### config.mk
export PLATFORM = sky130hd
export DESIGN_NAME = mem_arbiter
export DESIGN_NICKNAME = d
export VERILOG_FILES = /design/src/rtl/mem_arbiter_pkg.sv /design/src/rtl/mem_arbiter_load_align.sv /design/src/rtl/mem_arbiter.sv
export SDC_FILE = /design/constraint.sdc
export NUM_CORES = 1
export LEC_CHECK = 0
export CAP_MARGIN = 20
export CORE_ASPECT_RATIO = 1.75
export CORE_MARGIN = 5
export CORE_UTILIZATION = 26
export DETAILED_ROUTE_END_ITERATION = 8
export GPL_TIMING_DRIVEN = 0
export PLACE_DENSITY_LB_ADDON = 0.05
export SYNTH_ARGS = -nofsm -noshare
export SYNTH_HDL_FRONTEND = slang
export SYNTH_SLANG_ARGS = --single-unit
### constraint.sdc
create_clock -name clk -period 2.2 [get_ports clk]
set_input_delay 0.44 -clock clk [delete_from_list [all_inputs] [get_ports clk]]
set_output_delay 0.44 -clock clk [all_outputs]
set_load 0.01 [all_outputs]
### src/rtl/mem_arbiter_pkg.sv
// Shared load/store op encodings and response-tag constants for the
// data-memory arbiter and its load-alignment helper.
package mem_arbiter_pkg;

    localparam int DEF_ADDR_W        = 11;
    localparam int DEF_DATA_W        = 32;
    localparam int DEF_IF_STARVE_MAX = 4;

    // Bit 2 set = store; bits [1:0] = size (0 byte, 1 half, 2 word).
    typedef enum logic [2:0] {
        OP_LB = 3'b000,
        OP_LH = 3'b001,
        OP_LW = 3'b010,
        OP_SB = 3'b100,
        OP_SH = 3'b101,
        OP_SW = 3'b110
    } mem_op_e;

    localparam logic MEM_SRC_IF = 1'b0;
    localparam logic MEM_SRC_LS = 1'b1;

    function automatic logic op_is_store(input logic [2:0] op);
        return op[2];
    endfunction

endpackage

### src/rtl/mem_arbiter_load_align.sv
// Combinational load extraction: picks the byte/half lane from a raw memory
// word and sign-extends it; word loads pass through unchanged.
module mem_arbiter_load_align
    import mem_arbiter_pkg::*;
(
    input  logic [31:0] i_data,
    input  logic [2:0]  i_op,
    input  logic [1:0]  i_off,
    output logic [31:0] o_data
);

    logic [7:0]  w_lane [4];
    logic [7:0]  w_byte;
    logic [15:0] w_half;

    genvar gi;
    generate
        for (gi = 0; gi < 4; gi++) begin : g_lane
            assign w_lane[gi] = i_data[8*gi +: 8];
        end
    endgenerate

    assign w_byte = w_lane[i_off];
    // Half loads ignore off[0]; a misaligned half simply reads its aligned pair.
    assign w_half = i_off[1] ? i_data[31:16] : i_data[15:0];

    always_comb begin
        o_data = i_data;
        case (i_op)
            OP_LB:   o_data = {{24{w_byte[7]}}, w_byte};
            OP_LH:   o_data = {{16{w_half[15]}}, w_half};
            default: o_data = i_data;
        endcase
    end

endmodule

### src/rtl/mem_arbiter.sv
// Arbitrates the shared data memory between instruction fetch and load/store,
// with an IF starvation limit and a one-entry tagged read-response register.
module mem_arbiter
    import mem_arbiter_pkg::*;
#(
    parameter int ADDR_W        = DEF_ADDR_W,
    parameter int DATA_W        = DEF_DATA_W,
    parameter int IF_STARVE_MAX = DEF_IF_STARVE_MAX
) (
    input  logic              clk,
    input  logic              rst,
    input  logic              if_req,
    input  logic [ADDR_W-1:0] if_addr,
    output logic              if_gnt,
    output logic              if_rvalid,
    output logic [DATA_W-1:0] if_rdata,
    input  logic              ls_req,
    input  logic [2:0]        ls_op,
    input  logic [ADDR_W-1:0] ls_addr,
    input  logic [DATA_W-1:0] ls_wdata,
    output logic              ls_gnt,
    output logic              ls_rvalid,
    output logic [DATA_W-1:0] ls_rdata,
    output logic              mem_stall,
    output logic [2:0]        mem_op,
    output logic [ADDR_W-1:0] mem_addr,
    output logic [DATA_W-1:0] mem_wdata,
    input  logic [DATA_W-1:0] mem_rdata
);

    localparam int STARVE_W = $clog2(IF_STARVE_MAX + 1);

    logic [STARVE_W-1:0] r_starve_cnt;
    logic                r_resp_vld;
    logic                r_resp_src;
    logic [2:0]          r_resp_op;
    logic [1:0]          r_resp_off;

    logic w_if_starved;
    logic w_if_gnt;
    logic w_ls_gnt;
    logic w_ls_store;

    assign w_if_starved = (r_starve_cnt == STARVE_W'(IF_STARVE_MAX));
    assign w_ls_store   = op_is_store(ls_op);
    assign w_ls_gnt     = ~rst & ls_req & ~(if_req & w_if_starved);
    assign w_if_gnt     = ~rst & if_req & ~w_ls_gnt;

    assign if_gnt = w_if_gnt;
    assign ls_gnt = w_ls_gnt;

    // Loads always go out as word loads; sub-word extraction happens on the
    // response side so back-to-back pipelined accesses never see a stale op.
    always_comb begin
        mem_stall = ~(w_if_gnt | w_ls_gnt);
        mem_op    = OP_LW;
        mem_addr  = ls_addr;
        mem_wdata = ls_wdata;
        if (w_if_gnt) begin
            mem_addr = if_addr;
        end else if (w_ls_gnt && w_ls_store) begin
            mem_op = ls_op;
        end
    end

    always_ff @(posedge clk) begin
        if (rst) begin
            r_starve_cnt <= '0;
        end else if (!if_req || w_if_gnt) begin
            r_starve_cnt <= '0;
        end else if (!w_if_starved) begin
            r_starve_cnt <= r_starve_cnt + 1'b1;
        end
    end

    always_ff @(posedge clk) begin
        if (rst) begin
            r_resp_vld <= 1'b0;
        end else begin
            r_resp_vld <= w_if_gnt | (w_ls_gnt & ~w_ls_store);
        end
    end

    always_ff @(posedge clk) begin
        if (w_if_gnt || w_ls_gnt) begin
            r_resp_src <= w_ls_gnt ? MEM_SRC_LS : MEM_SRC_IF;
            r_resp_op  <= ls_op;
            r_resp_off <= w_if_gnt ? if_addr[1:0] : ls_addr[1:0];
        end
    end

    // Masking with rst drops a response whose cycle coincides with reset.
    assign if_rvalid = r_resp_vld & (r_resp_src == MEM_SRC_IF) & ~rst;
    assign ls_rvalid = r_resp_vld & (r_resp_src == MEM_SRC_LS) & ~rst;
    assign if_rdata  = mem_rdata;

    mem_arbiter_load_align u_load_align (
        .i_data (mem_rdata),
        .i_op   (r_resp_op),
        .i_off  (r_resp_off),
        .o_data (ls_rdata)
    );

endmodule

* Word-level counts from Yosys, hierarchy flattened
Cells that the tools add are included.
Cells by class: $add $sub $neg 1, order comparisons 1, eq/ne operators 2, mux-type cells 10, bitwise logic cells 19, reduce and logical (&&, ||, !) cells 6
Operators with widths (number):
- $pmux 32 s2 | 1
- $bmux 8 s2 | 1
- $mux 16 | 1
- $mux 8 | 2
- $mux 11 | 1
- $and 1x1->1 | 10
- $mux 3 | 2
- $not 1->1 | 6
- $add 3x1->3 const B | 1
- $eq 3x1->1 const B | 1
- $eq 3x3->1 const B | 1
- $ge 3x3->1 const B | 1
- $logic_not 3->1 | 1
- $not 2->3 | 1
- $logic_or 1x1->1 | 2
- $mux 2 | 1
- $or 1x1->1 | 2
- $reduce_or 2->1 | 1
- $logic_and 1x1->1 | 1
- $logic_not 1->1 | 1
- $mux 1 | 1
Word-level totals: register bits after elaboration 10, input bits 93

* Logic depth before layout (Yosys ltp)
depth in word-level cells 8, gate-level depth with buffers 6, mapped depth without buffers 5

* Modules after synthesis
A second synthesis with hierarchy kept.
Second synthesis, totals: cells, all modules 205, area, all modules 1702.9 µm²
By module, submodules not included:
- mem_arbiter | instances 1, cells an instance 112, area an instance 1076.0 µm²
- mem_arbiter_load_align | instances 1, cells an instance 93, area an instance 626.9 µm²

* Worst setup path before layout
No wires, ideal clock.
path kind flip-flop to output port, start register r_starve_cnt[0], end output mem_op[1], arrival 1.510 ns, setup slack 0.250 ns, cell stages (with the launch flop) 6, buffers on the path 0, cells stage by stage dfxtp_1 > inv_1 > ha_1 > a311oi_1 > and2_1 > nand2b_1
Between the ends: cells in the longest elaborated chain, start to end 7
RTL lines:
- start, declared | line mem_arbiter.sv:33 | logic [STARVE_W-1:0] r_starve_cnt;
- start signal, assigned | line mem_arbiter.sv:72 | r_starve_cnt <= r_starve_cnt + 1'b1;
- $eq 3x3->1 * | line mem_arbiter.sv:44 | assign w_if_starved = (r_starve_cnt == STARVE_W'(IF_STARVE_MAX));
- $and 1x1->1 * | line mem_arbiter.sv:46 | assign w_ls_gnt = ~rst & ls_req & ~(if_req & w_if_starved);
- $not 1->1 * | line mem_arbiter.sv:46
- $and 1x1->1 * | line mem_arbiter.sv:46
- named net ls_gnt | line mem_arbiter.sv:21 | output logic ls_gnt,
- $logic_and 1x1->1 or $not 1->1 (tied branches) | line mem_arbiter.sv:61, mem_arbiter.sv:47
- $mux 3 or $and 1x1->1 (tied branches) | line mem_arbiter.sv:61, mem_arbiter.sv:47
- $mux 3 * | line mem_arbiter.sv:59 | if (w_if_gnt) begin
- end, declared | line mem_arbiter.sv:25 | output logic [2:0] mem_op,
The timed path passes the listed nets; every way through them passes the cells marked *.

* Worst setup path in the final report
start register r_resp_off[1], end output ls_rdata[28]
Between the ends: cells in the longest elaborated chain, start to end 5
RTL lines:
- start, declared | line mem_arbiter.sv:37 | logic [1:0] r_resp_off;
- start signal, assigned | line mem_arbiter.sv:88 | r_resp_off <= w_if_gnt ? if_addr[1:0] : ls_addr[1:0];
- $not 2->3 (not written as such) | line mem_arbiter_load_align.sv:23 | assign w_byte = w_lane[i_off];
- $bmux 8 s2 | line mem_arbiter_load_align.sv:23
- $mux 8 (not written as such) (2 in a row) | line mem_arbiter_load_align.sv:23
- $pmux 32 s2 * | line mem_arbiter_load_align.sv:29 | case (i_op)
- end, declared | line mem_arbiter.sv:23 | output logic [DATA_W-1:0] ls_rdata,
Mark *: on every way between the ends. The rest lies on a longest branch, timed or not. The select of a mux whose other input is x is not followed.

==> results_dict.tcl <==
set metrics [dict create \
    synth_top_area_cell "buf_4" \
    async_reset_ff_frac 0 \
    worstMarginPinSlew_ns 0.288 \
    core_mm2 0.00618 \
    rr_worst_depth 7 \
    drc 0 \
    yosysTopAreaCellShare 0.303 \
    power_mw 1.28 \
    max_freq_ghz 0.448 \
    ant_nets 0 \
    multiInputGateArea_um2 940 \
    hpwl_um 5960 \
    end_kind "output port" \
    sequentialPowerShare 0.173 \
    placed_area_mm2 0.00348 \
    min_path_cells 1 \
    rsz0062_at_grt "yes" \
    syn_avg_cell_area_um2 8.04 \
    seq_area_frac_synth 0.159 \
    path_clk_slew_ns 0.05 \
    clk_path_buf_depth 2 \
    cts.sinks 10 \
    drt_pass1_iterations 4 \
    setup_violations 12 \
    area_delta_synth_final_pct 131 \
    p_leak_nw 1.71 \
    holdPathEnd "r_starve_cnt[0]" \
    clk-insertion-delay-late_ns 0.23 \
    switching_power_mw 0.402 \
    register_area_um2 262 \
    min-delay-start "r_starve_cnt[0]" \
    yosysWarnings 0 \
    switching_share 0.314 \
    worst-setup-path-type "flip-flop to output port" \
    crit_fanout 5 \
    grt_max_degree 11 \
    die_area_mm2 0.00803 \
    synth_area_mm2 0.00163 \
    maxCapViolCount 0 \
    ioPinCount 208 \
    irDropWorstVdd_v 0.000463 \
    cts_tree "done" \
    cts_root_buffer "clkbuf_8" \
    grt_pass1_vias 2253 \
    clock_power_share 0.172 \
    chipHeight_um 115 \
    synth_seq_cells 10 \
    start_util 0.264 \
    hold_violations 0 \
    min_period_over_period 1.02 \
    drtIter0Drc 42 \
    start_kind "flip-flop" \
    vias 2102 \
    setup_slack_ns -0.0342 \
    routabilityCongestion 0.752 \
    num_rows 38 \
    grt.total_usage 0.162 \
    synth-edff-count 6 \
    antenna_cells 0 \
    ys_types 31 \
    finalWirelength_um 7140 \
    port_buffers 175 \
    violations "setup timing" \
    synth_cells 203 \
    fin_skew_ns 0.00288 \
    dieWidth_um 69.9 \
    r2r_setup_slack_ns 0.58 \
    r2r_start "r_starve_cnt[0]" \
    synth.net_count 298 \
    powerDensity_mw_per_mm2 340 \
    combPwrFrac 0.655 \
    routed_wire_length_per_instance_um 14.8 \
    final_area_mm2 0.00376 \
    grt_pass1_wl_um 10700 \
    status "finished with violations" \
    crit_arrival_ns 1.79 \
    crit_required_ns 1.76 \
    internal_power_mw 0.877 \
    vias_per_cell 4.34 \
    synth-main-ff-cell "edfxtp_1" \
    drive_above_1_share 0.446 \
    drv_slew 0 \
    fillerInstances 592 \
    synth_area_leaders "buf_4, mux2_2, edfxtp_1" \
    cts.htree.levels 1 \
    antenna_found_initial 0 \
    grt_overflow 0 \
    relSlewSlack 0.807 \
    hp-class "flip-flop to flip-flop" \
    rr_endpoint "r_resp_off[1]" \
    hold_buffers 0 \
    cts_made_buffers 3 \
    fin_crit_ns 2.23 \
    nets 500 \
]
-- power by group through the flow --
stage / logic (mW) / registers, mW / clock network (mW)
5_1_grt: 0.896 / 0.222 / 0.234
4_1_cts: 0.817 / 0.220 / 0.223
3_3_place_gp: 0.813 / 0.223 / 0
2_1_floorplan: 0.354 / 0.221 / 0
6_report: 0.838 / 0.221 / 0.220
3_5_place_dp: 0.815 / 0.224 / 0
-- layout make-up --
class,instances,area share
well taps,80,0.0266
repair buffers,198,0.489
multi-input cells,115,0.250
clock buffers,4,0.0146
inverters,6,0.00598
flip-flops and latches,10,0.0695
plain buffers,71,0.145
-- synth_stat cells (3+ instances only) --
cell	number
o21a_1	17
inv_1	6
mux2i_1	3
buf_4	66
nor2_1	27
nand2_1	3
mux2_2	17
a22o_1	6
o22ai_1	7
edfxtp_1	6
nand2b_1	3
dfxtp_1	4
a21oi_1	12
-- cells by family (layout without fill, tap and decap cells) --
| group | count (synthesis) | after routing | synth area share |
|---|---|---|---|
| AOI/OAI and AO/OA | 47 | 47 | 0.199 |
| adders and majority gates | 2 | 2 | 0.0153 |
| buffers and inverters | 78 | 279 | 0.342 |
| DFF | 10 | 10 | 0.159 |
| muxes | 21 | 21 | 0.145 |
| and+or+nand+nor | 45 | 45 | 0.139 |
-- worst max-delay path by stage --
stage                          startpoint  slack (ns)      endpoint
after global placement                rst       -0.68   mem_addr[7]
after detailed placement              rst       -0.69   mem_addr[7]
after global routing        r_resp_off[1]       -0.10  ls_rdata[10]
after CTS                   r_resp_off[1]       -0.04  ls_rdata[10]
after floorplan           r_starve_cnt[0]        0.25     mem_op[1]
final                       r_resp_off[1]       -0.03  ls_rdata[28]
-- layer usage --
metal / vias to the layer above / global-route usage / part of all wire
li1: 1043 / - / -
met1: 942 / 0.158 / 0.33
met2: 111 / 0.335 / 0.56
met3: 6 / 0.0437 / 0.097
met4: 0 / 0.0256 / 0.0083
met5: - / 0 / 0
-- timing repair --
action | CTS | global route
setup endpoints to repair | 49 | 38
setup buffers | 22 | 1
pin swaps | 6 | 3
cloned | 0 | 0
resized for setup | 181 | 46
-- worst max-delay path, stage by stage, from the launching register on --
cell and delay (ns):
edfxtp_1 0.41, buf_6 0.16, mux2i_2 0.19, nand2b_4 0.18, nand3_4 0.11, buf_8 0.16
buf_6 0.12, o21a_1 0.09, buf_2 0.14
-- registers in the layout, indices dropped and copies added, names as in the netlist --
signal	cells
r_resp_vld	1
r_resp_off	2
r_resp_src	1
r_starve_cnt	3
r_resp_op	3
-- layout by cell type (no fill, tap or decap), drive strengths merged, types with 3 or more instances in the layout --
master / instances
nor2: 28
buf: 124
inv: 6
o22ai: 7
a21oi: 13
nand2b: 4
edfxtp: 6
dfxtp: 4
o21a: 17
mux2: 18
clkdlybuf4s15: 5
nand2: 3
dlygate4sd2: 12
a22o: 6
clkdlybuf4s50: 120
mux2i: 3
nand3: 3
clkbuf: 12
-- through the flow --
step	setup TNS, ns	std cells	hold WS [ns]	setup WS [ns]	utilization
after floorplan	0	203	0.424	0.250	-
after global placement	-23.42	458	0.439	-0.684	0.564
after detailed placement	-23.66	458	0.448	-0.692	0.564
after CTS	-0.340	483	0.474	-0.0357	0.595
after global routing	-1.24	484	0.452	-0.105	0.609
final	-0.266	484	0.433	-0.0342	0.609
Note: power is estimated with default switching activity, not from simulation.
